## config.mk

```make
export PLATFORM = sky130hd
export DESIGN_NAME = imem_prefetch_buffer
export DESIGN_NICKNAME = d
export VERILOG_FILES = /design/src/rtl/decomp_pkg.sv /design/src/rtl/prefetch_fifo.sv /design/src/rtl/imem_prefetch_buffer.sv
export SDC_FILE = /design/constraint.sdc
export NUM_CORES = 1
export LEC_CHECK = 0
export ABC_AREA = 1
export BUFFER_PORTS_ARGS = -buffer_cell sky130_fd_sc_hd__buf_4
export CAP_MARGIN = 20
export CORE_MARGIN = 5
export CORE_UTILIZATION = 53
export CTS_CLUSTER_SIZE = 10
export DETAILED_ROUTE_END_ITERATION = 7
export GPL_TIMING_DRIVEN = 0
export PLACE_DENSITY = 0.78
export SLEW_MARGIN = 20
export SYNTH_ARGS = -nofsm -noshare
export SYNTH_HDL_FRONTEND = slang
export SYNTH_SLANG_ARGS = --single-unit
```

## constraint.sdc

```tcl
create_clock -name clk -period 7.6 [get_ports clk]
set_clock_uncertainty 0.15 [all_clocks]
set_input_delay 0.76 -clock clk [delete_from_list [all_inputs] [get_ports clk]]
set_output_delay 0.76 -clock clk [all_outputs]
set_load 0.05 [all_outputs]
```

## src/rtl/decomp_pkg.sv

```systemverilog
// Shared types for the decompressor front end: word type, sequential step,
// and the prefetch classification of the requested PC against the stream.
package decomp_pkg;

   localparam int WORD_W = 32;

   typedef logic [WORD_W-1:0] word_t;

   localparam word_t PCADD = 32'h4;

   typedef enum logic [1:0] {
      HIT,
      ADVANCE,
      FLUSH
   } pf_class_e;

   // ADVANCE only makes sense when there is a head word to pop.
   function automatic pf_class_e pf_classify(input logic at_exp,
                                             input logic at_next,
                                             input logic nonempty);
      if (at_exp) begin
         return HIT;
      end else if (at_next && nonempty) begin
         return ADVANCE;
      end else begin
         return FLUSH;
      end
   endfunction

endpackage

```

## src/rtl/prefetch_fifo.sv

```systemverilog
// In-order circular queue of {addr, data} entries with push, pop and a
// whole-queue clear; head and occupancy are presented from registers.
module prefetch_fifo #(
   parameter int DEPTH = 4,
   parameter int DW    = 64
) (
   input  logic                     clk,
   input  logic                     reset,
   input  logic                     push,
   input  logic                     pop,
   input  logic                     clear,
   input  logic [DW-1:0]            wdata,
   output logic [DW-1:0]            head,
   output logic [$clog2(DEPTH):0]   count
);

   localparam int AW = $clog2(DEPTH);
   localparam int CW = AW + 1;

   logic [DW-1:0] store [DEPTH];
   logic [AW-1:0] rd_ptr;
   logic [AW-1:0] wr_ptr;

   // DEPTH is a power of two, so the pointers wrap naturally.
   always_ff @(posedge clk or negedge reset) begin
      if (!reset) begin
         rd_ptr <= '0;
         wr_ptr <= '0;
         count  <= '0;
      end else if (clear) begin
         rd_ptr <= '0;
         wr_ptr <= '0;
         count  <= '0;
      end else begin
         if (push) begin
            wr_ptr <= wr_ptr + 1'b1;
         end
         if (pop) begin
            rd_ptr <= rd_ptr + 1'b1;
         end
         count <= count + CW'(push) - CW'(pop);
      end
   end

   always_ff @(posedge clk) begin
      if (push && !clear) begin
         store[wr_ptr] <= wdata;
      end
   end

   assign head = store[rd_ptr];

endmodule

```

## src/rtl/imem_prefetch_buffer.sv

```systemverilog
// Instruction prefetch buffer: runs ahead of the decompressor fetch PC,
// queues returned words in order and refetches when the PC leaves the stream.
module imem_prefetch_buffer #(
   parameter int               WIDTH    = 32,
   parameter logic [WIDTH-1:0] PCADD    = WIDTH'(decomp_pkg::PCADD),
   parameter int               DEPTH    = 4,
   parameter logic [WIDTH-1:0] RESET_PC = '0
) (
   input  logic             clk,
   input  logic             reset,
   input  logic [WIDTH-1:0] PCcompress,
   output logic [WIDTH-1:0] NextInstr,
   output logic             instr_valid,
   output logic             mem_req,
   output logic [WIDTH-1:0] mem_addr,
   input  logic             mem_ready,
   input  logic             mem_rvalid,
   input  logic [WIDTH-1:0] mem_rdata
);

   import decomp_pkg::*;

   localparam int CW = $clog2(DEPTH) + 1;

   logic [CW-1:0]      occ;
   logic [CW-1:0]      live_out;
   logic [CW-1:0]      drop_cnt;
   logic [WIDTH-1:0]   exp_addr;
   logic [WIDTH-1:0]   fetch_addr;
   logic [WIDTH-1:0]   push_addr;
   logic [WIDTH-1:0]   head_addr;
   logic [WIDTH-1:0]   head_data;
   logic [2*WIDTH-1:0] head_entry;
   logic [CW+1:0]      credit_used;
   pf_class_e          cls;
   logic               is_adv;
   logic               is_flush;
   logic               accept;
   logic               resp_drop;
   logic               resp_live;
   logic               push;

   always_comb begin
      cls = pf_classify(PCcompress == exp_addr,
                        PCcompress == exp_addr + PCADD,
                        occ != '0);
   end

   assign is_adv   = (cls == ADVANCE);
   assign is_flush = (cls == FLUSH);

   assign head_addr = head_entry[2*WIDTH-1:WIDTH];
   assign head_data = head_entry[WIDTH-1:0];

   // The head entry always sits at exp_addr, so a tag match is exactly a HIT with data present.
   assign instr_valid = (occ != '0) && (head_addr == PCcompress);
   assign NextInstr   = instr_valid ? head_data : '0;

   // Every slot is reserved at issue, so queued, outstanding and stale
   // fetches together never exceed the queue.
   assign credit_used = (CW+2)'(occ) + (CW+2)'(live_out) + (CW+2)'(drop_cnt);
   assign mem_req     = reset && !is_flush && (credit_used < (CW+2)'(DEPTH));
   assign mem_addr    = fetch_addr;
   assign accept      = mem_req && mem_ready;

   assign resp_drop = mem_rvalid && (drop_cnt != '0);
   assign resp_live = mem_rvalid && (drop_cnt == '0);
   assign push      = resp_live && !is_flush;

   // The tail address does not move when the head pops, because exp_addr advances by the same step.
   assign push_addr = exp_addr + WIDTH'(occ) * PCADD;

   prefetch_fifo #(
      .DEPTH (DEPTH),
      .DW    (2*WIDTH)
   ) u_fifo (
      .clk   (clk),
      .reset (reset),
      .push  (push),
      .pop   (is_adv),
      .clear (is_flush),
      .wdata ({push_addr, mem_rdata}),
      .head  (head_entry),
      .count (occ)
   );

   // On a flush, everything still in flight becomes stale and is drained before any new response is kept.
   always_ff @(posedge clk or negedge reset) begin
      if (!reset) begin
         exp_addr   <= RESET_PC;
         fetch_addr <= RESET_PC;
         live_out   <= '0;
         drop_cnt   <= '0;
      end else if (is_flush) begin
         exp_addr   <= PCcompress;
         fetch_addr <= PCcompress;
         live_out   <= '0;
         drop_cnt   <= drop_cnt + live_out - CW'(resp_live) - CW'(resp_drop);
      end else begin
         if (is_adv) begin
            exp_addr <= exp_addr + PCADD;
         end
         if (accept) begin
            fetch_addr <= fetch_addr + PCADD;
         end
         live_out <= live_out + CW'(accept) - CW'(push);
         drop_cnt <= drop_cnt - CW'(resp_drop);
      end
   end

endmodule
```

==> flow_summary_export.csv <==
group,metric,value,unit
drt,num_vias,13378,
placement,dp_cells,2243,
setup_path,slowest_delay,440,ps
final_layout,antenna_cells,0,
clock_network,h-tree-depth,2,
logic_synthesis,yosysTopAreaCell,"edfxtp_1",
timing,worstMarginPinSlew,809.4,ps
final_layout,final_core_util,63.49,%
global_route,grt-ovfl-total,0,
timing,period_needed,5181,ps
final_layout,layout.cells.non_filler,2317,
pwr,p_per_area,209.6,nW/um2
pwr,pwr-share-seq,49.5,%
logic_synthesis,ys_seq_area_share,57.93,%
setup_path,worstSetupPathType,"reg -> out",
logic_synthesis,synth_top_family_by_area,"simple AND/OR/NAND/NOR gates",
floorplan,num_rows,64,
logic_synthesis,yosys_warnings,0,
logic_synthesis,yosysMostFrequentCell,"nand2_1",
setup_path,required,6690,ps
flow_run,maxCapViolations,0,
clock_network,cts_tree,"yes",
global_route,grt_start_max_net_pins,77,
timing,slew_viol_final,0,
global_route,grtUsageTotal,26.04,%
logic_synthesis,synth_xor_area_share,5.252,%
logic_synthesis,syn_nets,1801,
logic_synthesis,syn_avg_cell_area,9.689,um2
logic_synthesis,synthArstFlopShare,22.66,%
logic_synthesis,synth_area_leaders,"edfxtp_1 (47%), dfrtp_1 (11%), nand2_1 (9.3%), nor2_1 (4.5%), o21ai_0 (3.5%)",
logic_synthesis,synth_top_area_share,46.56,%
logic_synthesis,syn_area,16510,um2
pwr,p_int,3.095,mW
clock_network,cts_setup_buffers,0,
clock_network,clk_latency,530,ps
logic_synthesis,synth_edf_count,256,
global_route,grt_pass1_vias,13277,
setup_path,worst_setup_path_end_kind,"output port",
setup_path,cp_common_cell,"clkbuf_1",
logic_synthesis,dominantRegCellSynth,"edfxtp_1",
timing,finalSetupViolCount,0,
placement,io_buffers,132,
final_layout,fill_cells,2463,
final_layout,syn2layout_area_growth,17.94,%
pwr,comb_power_share,8.3,%
logic_synthesis,synthMuxAreaShare,0,%
placement,hpwl,33900,um
clock_network,clk_path_buf_depth,3,
floorplan,ios,134,
clock_network,root_buffer,"clkbuf_16",
logic_synthesis,syn_inst,1704,
outcome,status,"finished clean",
pwr,power.switching,0.9866,mW
timing,slew_headroom,45.65,%
setup_path,cp.arrival,4270,ps
setup_path,critical_path_buf_inv_count,5,
floorplan,start_util,53.83,%
clock_network,cts_resized,0,
logic_synthesis,synth_cell_types,44,
final_layout,drive_above_1_share,12.29,%
timing,setup_tns,0,ps
logic_synthesis,ys_seq_elements,331,
pwr,ir_drop,0.1657,mV
final_layout,final_nets,1986,
floorplan,die_h,186.5,um
setup_path,critPathTopFamily,"buffers and inverters",
global_route,grt_pass1_wl,72720,um
timing,hold_viol,0,
placement,gp_congestion,0.9707,
setup_path,cp_cell_sequence,"inv_1, buf_2, clkbuf_1, o21ai_0, o22ai_1, xor2_1, nand3_1, nor3_1, nand3b_1, clkbuf_1, nor3b_1, buf_4",
logic_synthesis,synth_top_cells_by_count,"nand2_1 (410), edfxtp_1 (256), nor2_1 (196)",
drt,wirelength,46970,um
pwr,p_leak,7.749,nW
logic_synthesis,synthAdderAreaFrac,2.562,%
floorplan,fp.dieArea,34780,um2
drt,drc_errors,0,
clock_network,numCtsBuffers,40,
timing,fmax,193.0,MHz
drt,viasPerCell,5.774,
drt,drt_iter0_drc,1124,
setup_path,crit_slowest_cell,"clkbuf_1",
clock_network,clkTransAtPathRegs,60,ps
setup_path,cp-start-kind,"register",
drt,drt_first_pass_iters,5,
global_route,antenna_found_initial,1,
logic_synthesis,synth-simple-area-share,20.66,%
pwr,p_sw_share,24.17,%
clock_network,hold_buffers,0,
setup_path,path_max_fanout,10,
logic_synthesis,synth_compound_area_share,8.230,%
timing,rsz0062_at_grt,"no",
clock_network,cts.sinks,331,
drt,wl_per_cell,20.27,um
floorplan,dieWidth,186.5,um
min_path,holdCritPathClass,"in -> async",
pwr,pwr-share-clk,42.1,%
drt,ant_nets,0,
timing,fin_crit_sh,68.18,%
floorplan,core_region_area,30670,um2
## stage by stage
| step | hold WS (ps) | power (mW) | setup WS, ps | cell area [um2] |
|---|---|---|---|---|
| 2_1_floorplan | 314.4 | 2.248 | 2294 | 16510 |
| 3_3_place_gp | 389.7 | 2.377 | -763.8 | 18000 |
| 3_5_place_dp | 416.1 | 2.390 | 3047 | 18280 |
| 4_1_cts | 247.5 | 4.093 | 2448 | 19470 |
| 5_1_grt | 196.5 | 4.220 | 2238 | 19470 |
| 6_report | 133.5 | 4.082 | 2419 | 19470 |
## registers in the layout, indices dropped and copies added, names as in the netlist
| name | cells |
|---|---|
| mem_addr | 31 |
| exp_addr | 31 |
| u_fifo.store | 256 |
| u_fifo.rd_ptr | 2 |
| drop_cnt | 3 |
| live_out | 3 |
| u_fifo.wr_ptr | 2 |
| u_fifo.count | 3 |
## cell type report
cell class | count | area, um2 | area share (%)
plain buffers | 107 | 465.4 | 2.390
clock buffers | 66 | 1099 | 5.642
clock inverters | 8 | 92.59 | 0.4755
inverters | 112 | 420.4 | 2.159
multi-input cells | 1154 | 6090 | 31.27
flip-flops and latches | 331 | 9564 | 49.12
well taps | 396 | 495.5 | 2.545
repair buffers | 143 | 1245 | 6.394
## power by group through the flow
stage | registers (mW) | logic (mW) | clock network [mW]
finish | 2.02 | 0.339 | 1.72
global route | 2.02 | 0.375 | 1.82
CTS | 2.02 | 0.337 | 1.74
detailed placement | 2.06 | 0.335 | 0
global placement | 2.05 | 0.322 | 0
floorplan | 2.07 | 0.176 | 0
## metal layers
layer,routed length [um],track usage [%],vias up
met4,1666,9.277,0
li1,-,-,6157
met2,22700,43.17,646
met3,3843,4.410,116
met1,18760,35.00,6459
met5,0,0,-
## cell usage in the layout, fill, tap and decap left out, types with 9 or more instances in the layout
cell	instances
nor3b_1	32
edfxtp_1	256
buf_2	12
nand2_1	410
nor2_1	192
a32o_1	10
nor4_1	9
nand4_1	18
xor2_1	64
inv_1	106
nand3_1	90
dfrtp_1	75
o22ai_1	47
o211ai_1	30
buf_4	136
ha_1	21
o21ai_0	115
nor3_1	17
a21oi_1	12
clkbuf_16	40
xnor2_1	35
clkbuf_1	111
## final timing paths
| check | depth (start not counted) | from | to | slack (ps) |
|---|---|---|---|---|
| max | 12 | u_fifo.rd_ptr[1] | NextInstr[7] | 2420 |
| min | 1 | reset | mem_addr[7] | 130 |
| max reg2reg | 18 | exp_addr[3] | u_fifo.store[0][37] | 3190 |
| min reg2reg | 2 | u_fifo.wr_ptr[1] | u_fifo.wr_ptr[1] | 410 |
| max in group asynchronous | 1 | reset | exp_addr[21] | 6670 |
| min in group clk | 1 | mem_rdata[17] | u_fifo.store[1][17] | 260 |
## kinds of logic after synthesis
family                     after synthesis
and+or+nand+nor                        798
buffers and inverters                  219
xor gates and xnor gates                99
adders and majority gates               29
DFF                                    331
AOI/OAI and AO/OA                      228
Power figures use the tool's default switching activity.
